<file path="src/rtl/ibex_pkg.sv">
// Shared Ibex types: interrupt source vector, exception cause encoding and
// the cause constants used by the interrupt arbiter.
package ibex_pkg;

    typedef struct packed {
        logic        irq_software;
        logic        irq_timer;
        logic        irq_external;
        logic [14:0] irq_fast;
    } irqs_t;

    typedef struct packed {
        logic       irq_ext;
        logic       irq_int;
        logic [4:0] lower_cause;
    } exc_cause_t;

    localparam int unsigned NumIrqs        = 18;
    localparam int unsigned IrqIdxSoftware = 17;
    localparam int unsigned IrqIdxTimer    = 16;
    localparam int unsigned IrqIdxExternal = 15;

    localparam exc_cause_t ExcCauseIrqSoftwareM = '{irq_ext: 1'b1, irq_int: 1'b0, lower_cause: 5'd3};
    localparam exc_cause_t ExcCauseIrqTimerM    = '{irq_ext: 1'b1, irq_int: 1'b0, lower_cause: 5'd7};
    localparam exc_cause_t ExcCauseIrqExternalM = '{irq_ext: 1'b1, irq_int: 1'b0, lower_cause: 5'd11};
    localparam exc_cause_t ExcCauseIrqFastBase  = '{irq_ext: 1'b1, irq_int: 1'b0, lower_cause: 5'd16};
    localparam exc_cause_t ExcCauseIrqNm        = '{irq_ext: 1'b1, irq_int: 1'b0, lower_cause: 5'd31};

    typedef enum logic {
        ArbIdle = 1'b0,
        ArbReq  = 1'b1
    } irq_arb_state_e;

    function automatic exc_cause_t irq_fast_cause(input logic [3:0] idx);
        exc_cause_t c;
        c             = ExcCauseIrqFastBase;
        c.lower_cause = ExcCauseIrqFastBase.lower_cause + {1'b0, idx};
        return c;
    endfunction

endpackage

</file>
<file path="src/rtl/ibex_irq_sync.sv">
// Two-flop synchroniser for asynchronous interrupt lines, cleared by the
// arbiter's asynchronous reset.
module ibex_irq_sync #(
    parameter int unsigned Width = 1
) (
    input  logic             clk_i,
    input  logic             rst_ni,
    input  logic [Width-1:0] d_i,
    output logic [Width-1:0] q_o
);

    logic [Width-1:0] stage1_q, stage1_d;
    logic [Width-1:0] stage2_q, stage2_d;

    assign stage1_d = d_i;
    assign stage2_d = stage1_q;

    always_ff @(posedge clk_i or negedge rst_ni) begin
        if (!rst_ni) begin
            stage1_q <= '0;
            stage2_q <= '0;
        end else begin
            stage1_q <= stage1_d;
            stage2_q <= stage2_d;
        end
    end

    assign q_o = stage2_q;

endmodule

</file>
<file path="src/rtl/ibex_irq_arbiter.sv">
// Fixed-priority interrupt arbiter with NMI latch, NMI mode and cause upgrade.
// Define IBEX_IRQ_ARBITER_SYNC_EN to insert a 2-flop input synchroniser.
module ibex_irq_arbiter
    import ibex_pkg::*;
#(
    parameter bit NmiEdge = 1'b1
) (
    input  logic       clk_i,
    input  logic       rst_ni,
    input  irqs_t      irqs_i,
    input  logic       irq_nm_i,
    input  irqs_t      mie_i,
    input  logic       mstatus_mie_i,
    input  logic       irq_ack_i,
    input  logic       nmi_clear_i,
    output logic       irq_req_o,
    output exc_cause_t irq_cause_o,
    output irqs_t      irq_pending_o,
    output logic       nmi_mode_o
);

    irqs_t irqs_s;
    logic  irq_nm_s;

`ifdef IBEX_IRQ_ARBITER_SYNC_EN
    logic [NumIrqs:0] sync_out;

    ibex_irq_sync #(
        .Width(NumIrqs + 1)
    ) u_irq_sync (
        .clk_i (clk_i),
        .rst_ni(rst_ni),
        .d_i   ({irq_nm_i, irqs_i}),
        .q_o   (sync_out)
    );

    assign irqs_s   = irqs_t'(sync_out[NumIrqs-1:0]);
    assign irq_nm_s = sync_out[NumIrqs];
`else
    assign irqs_s   = irqs_i;
    assign irq_nm_s = irq_nm_i;
`endif

    irqs_t          pending_q, pending_d;
    logic           nmi_prev_q, nmi_prev_d;
    logic           nmi_latch_q, nmi_latch_d;
    logic           nmi_mode_q, nmi_mode_d;
    irq_arb_state_e state_q, state_d;
    exc_cause_t     cause_q, cause_d;
    logic [4:0]     src_idx_q, src_idx_d;

    logic [NumIrqs-1:0] mask_qual;
    logic               nmi_qual;
    logic               nmi_set;
    logic               nmi_ack;
    logic               cause_is_nmi;
    logic               win_valid;
    logic [4:0]         win_idx;
    exc_cause_t         win_cause;

    assign pending_d  = irqs_s;
    assign nmi_prev_d = irq_nm_s;

    assign mask_qual    = pending_q & mie_i & {NumIrqs{mstatus_mie_i & ~nmi_mode_q}};
    assign nmi_qual     = nmi_latch_q & ~nmi_mode_q;
    assign nmi_set      = NmiEdge ? (irq_nm_s & ~nmi_prev_q) : irq_nm_s;
    assign cause_is_nmi = (cause_q == ExcCauseIrqNm);

    // Lowest priority first so later, higher-priority hits override.
    always_comb begin
        win_valid = |mask_qual;
        win_idx   = 5'(IrqIdxTimer);
        win_cause = ExcCauseIrqTimerM;
        if (mask_qual[IrqIdxSoftware]) begin
            win_idx   = 5'(IrqIdxSoftware);
            win_cause = ExcCauseIrqSoftwareM;
        end
        if (mask_qual[IrqIdxExternal]) begin
            win_idx   = 5'(IrqIdxExternal);
            win_cause = ExcCauseIrqExternalM;
        end
        for (int i = 0; i < 15; i++) begin
            if (mask_qual[i]) begin
                win_idx   = 5'(i);
                win_cause = irq_fast_cause(4'(i));
            end
        end
    end

    always_comb begin
        state_d   = state_q;
        cause_d   = cause_q;
        src_idx_d = src_idx_q;
        nmi_ack   = 1'b0;
        case (state_q)
            ArbIdle: begin
                if (nmi_qual) begin
                    cause_d = ExcCauseIrqNm;
                    state_d = ArbReq;
                end else if (win_valid) begin
                    cause_d   = win_cause;
                    src_idx_d = win_idx;
                    state_d   = ArbReq;
                end
            end
            ArbReq: begin
                // An ack takes precedence over a coincident NMI upgrade.
                if (irq_ack_i) begin
                    state_d = ArbIdle;
                    nmi_ack = cause_is_nmi;
                end else if (!cause_is_nmi) begin
                    if (nmi_qual) begin
                        cause_d = ExcCauseIrqNm;
                    end else if (!mask_qual[src_idx_q]) begin
                        state_d = ArbIdle;
                    end
                end
            end
            default: state_d = ArbIdle;
        endcase
    end

    assign nmi_latch_d = nmi_set | (nmi_latch_q & ~nmi_ack);
    assign nmi_mode_d  = nmi_ack | (nmi_mode_q & ~nmi_clear_i);

    always_ff @(posedge clk_i or negedge rst_ni) begin
        if (!rst_ni) begin
            pending_q   <= '0;
            nmi_prev_q  <= 1'b0;
            nmi_latch_q <= 1'b0;
            nmi_mode_q  <= 1'b0;
            state_q     <= ArbIdle;
            cause_q     <= '0;
            src_idx_q   <= '0;
        end else begin
            pending_q   <= pending_d;
            nmi_prev_q  <= nmi_prev_d;
            nmi_latch_q <= nmi_latch_d;
            nmi_mode_q  <= nmi_mode_d;
            state_q     <= state_d;
            cause_q     <= cause_d;
            src_idx_q   <= src_idx_d;
        end
    end

    assign irq_req_o     = (state_q == ArbReq);
    assign irq_cause_o   = cause_q;
    assign irq_pending_o = pending_q;
    assign nmi_mode_o    = nmi_mode_q;

endmodule

</file>
<file path="config.mk">
export PLATFORM = sky130hd
export DESIGN_NAME = ibex_irq_arbiter
export DESIGN_NICKNAME = d
export VERILOG_FILES = /design/src/rtl/ibex_pkg.sv /design/src/rtl/ibex_irq_sync.sv /design/src/rtl/ibex_irq_arbiter.sv
export SDC_FILE = /design/constraint.sdc
export NUM_CORES = 1
export LEC_CHECK = 0
export CAP_MARGIN = 20
export CORE_MARGIN = 3
export CORE_UTILIZATION = 49
export CTS_BUF_LIST = sky130_fd_sc_hd__clkbuf_2
export DETAILED_ROUTE_END_ITERATION = 12
export GPL_ROUTABILITY_DRIVEN = 1
export PLACE_DENSITY = 0.88
export REMOVE_ABC_BUFFERS = 1
export SETUP_SLACK_MARGIN = 0.2
export SYNTH_ARGS = -nofsm -noshare
export SYNTH_HDL_FRONTEND = slang
export SYNTH_SLANG_ARGS = --single-unit
export TNS_END_PERCENT = 30
</file>
<file path="constraint.sdc">
create_clock -name clk_i -period 3.6 [get_ports clk_i]
set_input_delay 0.36 -clock clk_i [delete_from_list [all_inputs] [get_ports clk_i]]
set_output_delay 0.36 -clock clk_i [all_outputs]
set_load 0.02 [all_outputs]
</file>
-- Word level (Yosys, flattened, before mapping)
Index checks and enable logic that the tools add are counted.
- bits in registers: 34
- latch bits: 0
- bits in writable memories: 0
- bits in read-only memories: 0
- input port bits: 42
- output and inout bits: 27
- logic and storage cells: 87
- memories kept: 0
- $add $sub $neg: 0
- multiply operators: 0
- div/mod/pow operators: 0
- magnitude comparators: 1
- equal/unequal tests: 5
- shift-type cells: 0
- muxes and demuxes: 51
- bitwise gates (word level): 15
- reduce and logical (&&, ||, !) cells: 3
- operators by type and width (operator ; number):
    two-way mux 7 bit ; 20
    two-way mux 5 bit ; 16
    AND 18 bit ; 2
    OR reduction 18 bit ; 1
    one-hot mux 7 bit (2 select lines) ; 1
    two-way mux 1 bit ; 10
    == test 7 bit, second input constant ; 1
    less-than comparator 5 x 6 -> 1 bit, second input constant ; 1
    inverter 1 bit ; 6
    AND 1 bit ; 5
    binary-select mux 1 bit (select 5 bit) ; 1
    two-way mux 4 bit ; 1
    != test 2 bit, second input constant ; 2
    AND reduction 4 bit ; 1
    two-way mux 3 bit ; 1
    != test 3 bit, second input constant ; 1
    AND reduction 3 bit ; 1
    != test 2 x 1 -> 1 bit, second input constant ; 1
    OR 1 bit ; 2
    one-hot mux 1 bit (2 select lines) ; 1

-- Logic depth before layout (Yosys ltp)
- word-level depth: 23
- mapped depth: 7
- mapped depth without buffers: 5

-- Worst setup path after synthesis
OpenSTA, ideal clock, no wires.
- path type: register to register
- from: reg nmi_mode_q, in the netlist nmi_mode_o
- to: reg src_idx_q[2]
- library setup time: 0.125 ns
- data arrival time: 1.718 ns
- required time: 3.475 ns
- slack: 1.757 ns
- stages on the path, launching flop included: 7
- buffers on the path: 1
- period minus slack after synthesis: 1.843 ns
- path through: dfrtp_1 -> nand2b_4 -> buf_6 -> a31oi_4 -> and4bb_4 -> a21oi_4 -> mux2_4
- longest elaborated chain between the ends: 19
- elaborated cells between the ends (all ways): 23
- those cells by class: mux (16); bitwise (5); reduce/logical (2)
- RTL lines (element ; RTL line ; text):
    start: declaration ; ibex_irq_arbiter.sv:47 ; logic nmi_mode_q, nmi_mode_d;
    start signal: assignment ; ibex_irq_arbiter.sv:139 ; nmi_mode_q <= nmi_mode_d;
    inverter 1 bit (*) ; ibex_irq_arbiter.sv:64, ibex_irq_arbiter.sv:65 ;
    AND 1 bit ; ibex_irq_arbiter.sv:64 ; assign mask_qual = pending_q & mie_i & {NumIrqs{mstatus_mie_i & ~nmi_mode_q}};
    AND 18 bit ; ibex_irq_arbiter.sv:64 ;
    two-way mux 5 bit ; ibex_irq_arbiter.sv:78 ; if (mask_qual[IrqIdxExternal]) begin
    two-way mux 5 bit (15 in a row) ; ibex_irq_arbiter.sv:83 ; if (mask_qual[i]) begin
    end signal: assignment ; ibex_irq_arbiter.sv:142 ; src_idx_q <= src_idx_d;
    end: declaration ; ibex_irq_arbiter.sv:50 ; logic [4:0] src_idx_q, src_idx_d;
Mark *: on every way between the ends. The rest lies on a longest branch, timed or not.
A chain may end at the register's enable or synchronous reset.

-- Final worst setup path
Ends and elaborated chain as after synthesis.

==> flow_summary_export.csv <==
group,metric,value,unit
timing,fmax,518,MHz
synth,syn_avg_cell_area,10.9,um2
critical_path,timing.rr.end,"src_idx_q[2]",
critical_path,endpoint_kind,"flop",
synth,synth_cell_types,55,
critical_path,crit_path_max_fanout,19,
synth,synth_seq_cells,33,
worst_hold_path,hp-start,"irqs_i[17]",
layout,antenna_cells,0,
pwr,seqPwrFrac,0.385,
placement,portBuffers,67,
critical_path,crit_path_start_kind,"flop",
layout,seq_area,826,um2
layout,final_util,0.744,
pwr,p_int,883,uW
critical_path,rr_startpoint,"nmi_mode_o",
detailed_routing,drtPass1Iterations,4,
detailed_routing,vias,1690,
placement,place_congestion,0.883,
timing,fin_skew,0.0179,ns
layout,layout_commonest_cell,"clkdlybuf4s50_1",
critical_path,cp.required,3.87,ns
floorplan,rows,21,
clocking,cts.path.max_buffers,2,
synth,synth-edff-count,0,
placement,pre_cts_slack,1.30,ns
floorplan,die-area,4380,um2
pwr,power_switching,570,uW
floorplan,start_util,0.519,
clocking,clk_pin_slew,0.18,ns
critical_path,cpPeakStageDelay,0.47,ns
detailed_routing,ant_nets,0,
clocking,cts_tree,"done",
clocking,hold_buffers,0,
clocking,ctsRootBufferMaster,"clkbuf_2",
critical_path,cp_cell_sequence,"nand2b_4, a31oi_4, and4bb_4, a21oi_4, mux2_4",
timing,fin_tns_setup,0,ns
grt,grt_pass1_wl,8.46,mm
pwr,power.density,572,nW/um2
pwr,swShare,0.393,
critical_path,slowest_stage,"dfrtp_1",
critical_path,reg2regPathDepth,5,
worst_hold_path,hold_end,"irq_pending_o[17]",
placement,hpwl,4.15,mm
clocking,h-tree-depth,2,
pwr,power_frac_comb,0.444,
timing,setup_viol,0,
timing,final_max_slew_viol_count,0,
critical_path,crit_type,"reg -> reg",
placement,dpl-instance-area,2480,um2
critical_path,arrival,2.20,ns
worst_hold_path,hold_class,"in -> reg",
synth,ys_dominant_reg_cell,"dfrtp_1",
synth,async_flop_share,1.00,
critical_path,reg2reg_slack,1.67,ns
floorplan,ioPinCount,69,
layout,synthToLayoutAreaGrowth,43.3,%
critical_path,cpLargestDelayFamily,"simple AND/OR/NAND/NOR gates",
timing,period_share,0.536,
timing,worstMarginPinSlew,0.987,ns
synth,synth.cell_area,1770,um2
layout,final_cell_area,2540,um2
timing,fin_crit,1.93,ns
detailed_routing,drt_iter0_markers,112,
critical_path,crit_buf_inv,0,
clocking,postCtsSetupBuffers,0,
grt,grt_max_degree,23,
pwr,peakVddDrop,0.285,mV
grt,grt_antenna_before_repair,0,
pwr,p_clk_frac,0.170,
layout,nNetsFinal,275,
clocking,numCtsBuffers,5,
clocking,cts.repair.resized,0,
grt,grt_pass1_vias,1807,
detailed_routing,wire_per_inst,18.4,um
worst_hold_path,worstHoldPathCells,1,
floorplan,dieHeight,66.2,um
synth,seq_area_frac_synth,0.465,
detailed_routing,wirelength,5.16,mm
synth,synth-warning-count,0,
outcome,status,"complete, no violations",
timing,rsz0062_at_grt,"no",
timing,fin_hold_ws,0.394,ns
job,max-cap-violations,0,
detailed_routing,drc,0,
layout,final_cell_mix,"clkdlybuf4s50_1, dfrtp_1, nand2_1",
clocking,insertion_delay,0.37,ns
grt,gr-total-overflow,0,
timing,slew_headroom,0.340,
layout,multi_input_area,906,um2
pwr,leakagePower,0.993,nW
layout,drive_gt1_frac,0.0855,
floorplan,die_w,66.2,um
floorplan,core,3420,um2
timing,fin_ws,1.67,ns
timing,hold_violations,0,
clocking,clkSinkCount,33,
grt,grtUsageTotal,0.261,
synth,synthCells,163,
detailed_routing,viasPerCell,6.04,
layout,nFillCells,239,
cell usage after synthesis (all sizes together), types with 2 or more instances:
master / instances / area, um2
a21o: 2 / 15.0
a22oi: 6 / 58.8
and2: 2 / 12.5
nor4b: 2 / 17.5
o211a: 2 / 20.0
clkbuf: 2 / 7.51
o211ai: 5 / 37.5
inv: 3 / 11.3
a22o: 3 / 26.3
mux2: 2 / 26.3
o32a: 2 / 20.0
a32oi: 2 / 17.5
buf: 3 / 23.8
nor3: 2 / 10.0
nand3: 9 / 45.0
o221ai: 2 / 17.5
nand2b: 3 / 26.3
o21ai: 11 / 58.8
dfrtp: 33 / 826
a21oi: 12 / 71.3
a2bb2oi: 2 / 17.5
nor2: 5 / 18.8
a31oi: 4 / 70.1
nand2: 17 / 63.8
a311oi: 2 / 17.5
and4b: 2 / 20.0
o21a: 4 / 30.0
flip-flops by register name (all words and copies together) (netlist names):
name,cells
nmi_prev_q,1
nmi_latch_q,1
nmi_mode_o,1
irq_req_o,1
irq_cause_o,6
irq_pending_o,18
src_idx_q,5
logic make-up after synthesis:
| logic type | synth area share |
|---|---|
| other | 0.00211 |
| muxes | 0.0331 |
| AOI/OAI and AO/OA | 0.319 |
| buffers and inverters | 0.0240 |
| and+or+nand+nor | 0.157 |
| DFF | 0.465 |
per-stage QoR:
step                power, mW  instances
CTS                      1.45        280
finish                   1.45        280
floorplan               0.945        158
detailed placement       1.20        272
global placement         1.19        272
global route             1.53        280
how the worst max path moves through the flow:
stage | startpoint | end | cells past startpoint
global placement | mstatus_mie_i | src_idx_q[2] | 6
finish | nmi_mode_o | src_idx_q[2] | 5
floorplan | nmi_mode_o | src_idx_q[2] | 5
CTS | nmi_mode_o | src_idx_q[2] | 5
global route | nmi_mode_o | src_idx_q[2] | 5
detailed placement | mstatus_mie_i | src_idx_q[2] | 6
power by group through the flow:
stage	combinational (mW)	sequential (mW)	clock (mW)
2_1_floorplan	0.360	0.584	0
3_3_place_gp	0.625	0.562	0
3_5_place_dp	0.639	0.564	0
4_1_cts	0.642	0.557	0.247
5_1_grt	0.691	0.572	0.268
6_report	0.646	0.560	0.247
final cells by class:
type	count	area share
inverters	3	0.00443
flip-flops and latches	33	0.325
clock inverters	2	0.0133
clock buffers	6	0.0118
well taps	46	0.0226
multi-input cells	122	0.356
repair buffers	68	0.267
metal layers:
layer	GRT usage	vias to the layer above	part of all wire
met5	0	-	0
met1	0.311	817	0.38
met2	0.441	85	0.52
met4	0.0964	0	0.021
li1	-	776	-
met3	0.0782	12	0.074
Power figures use the tool's default switching activity.
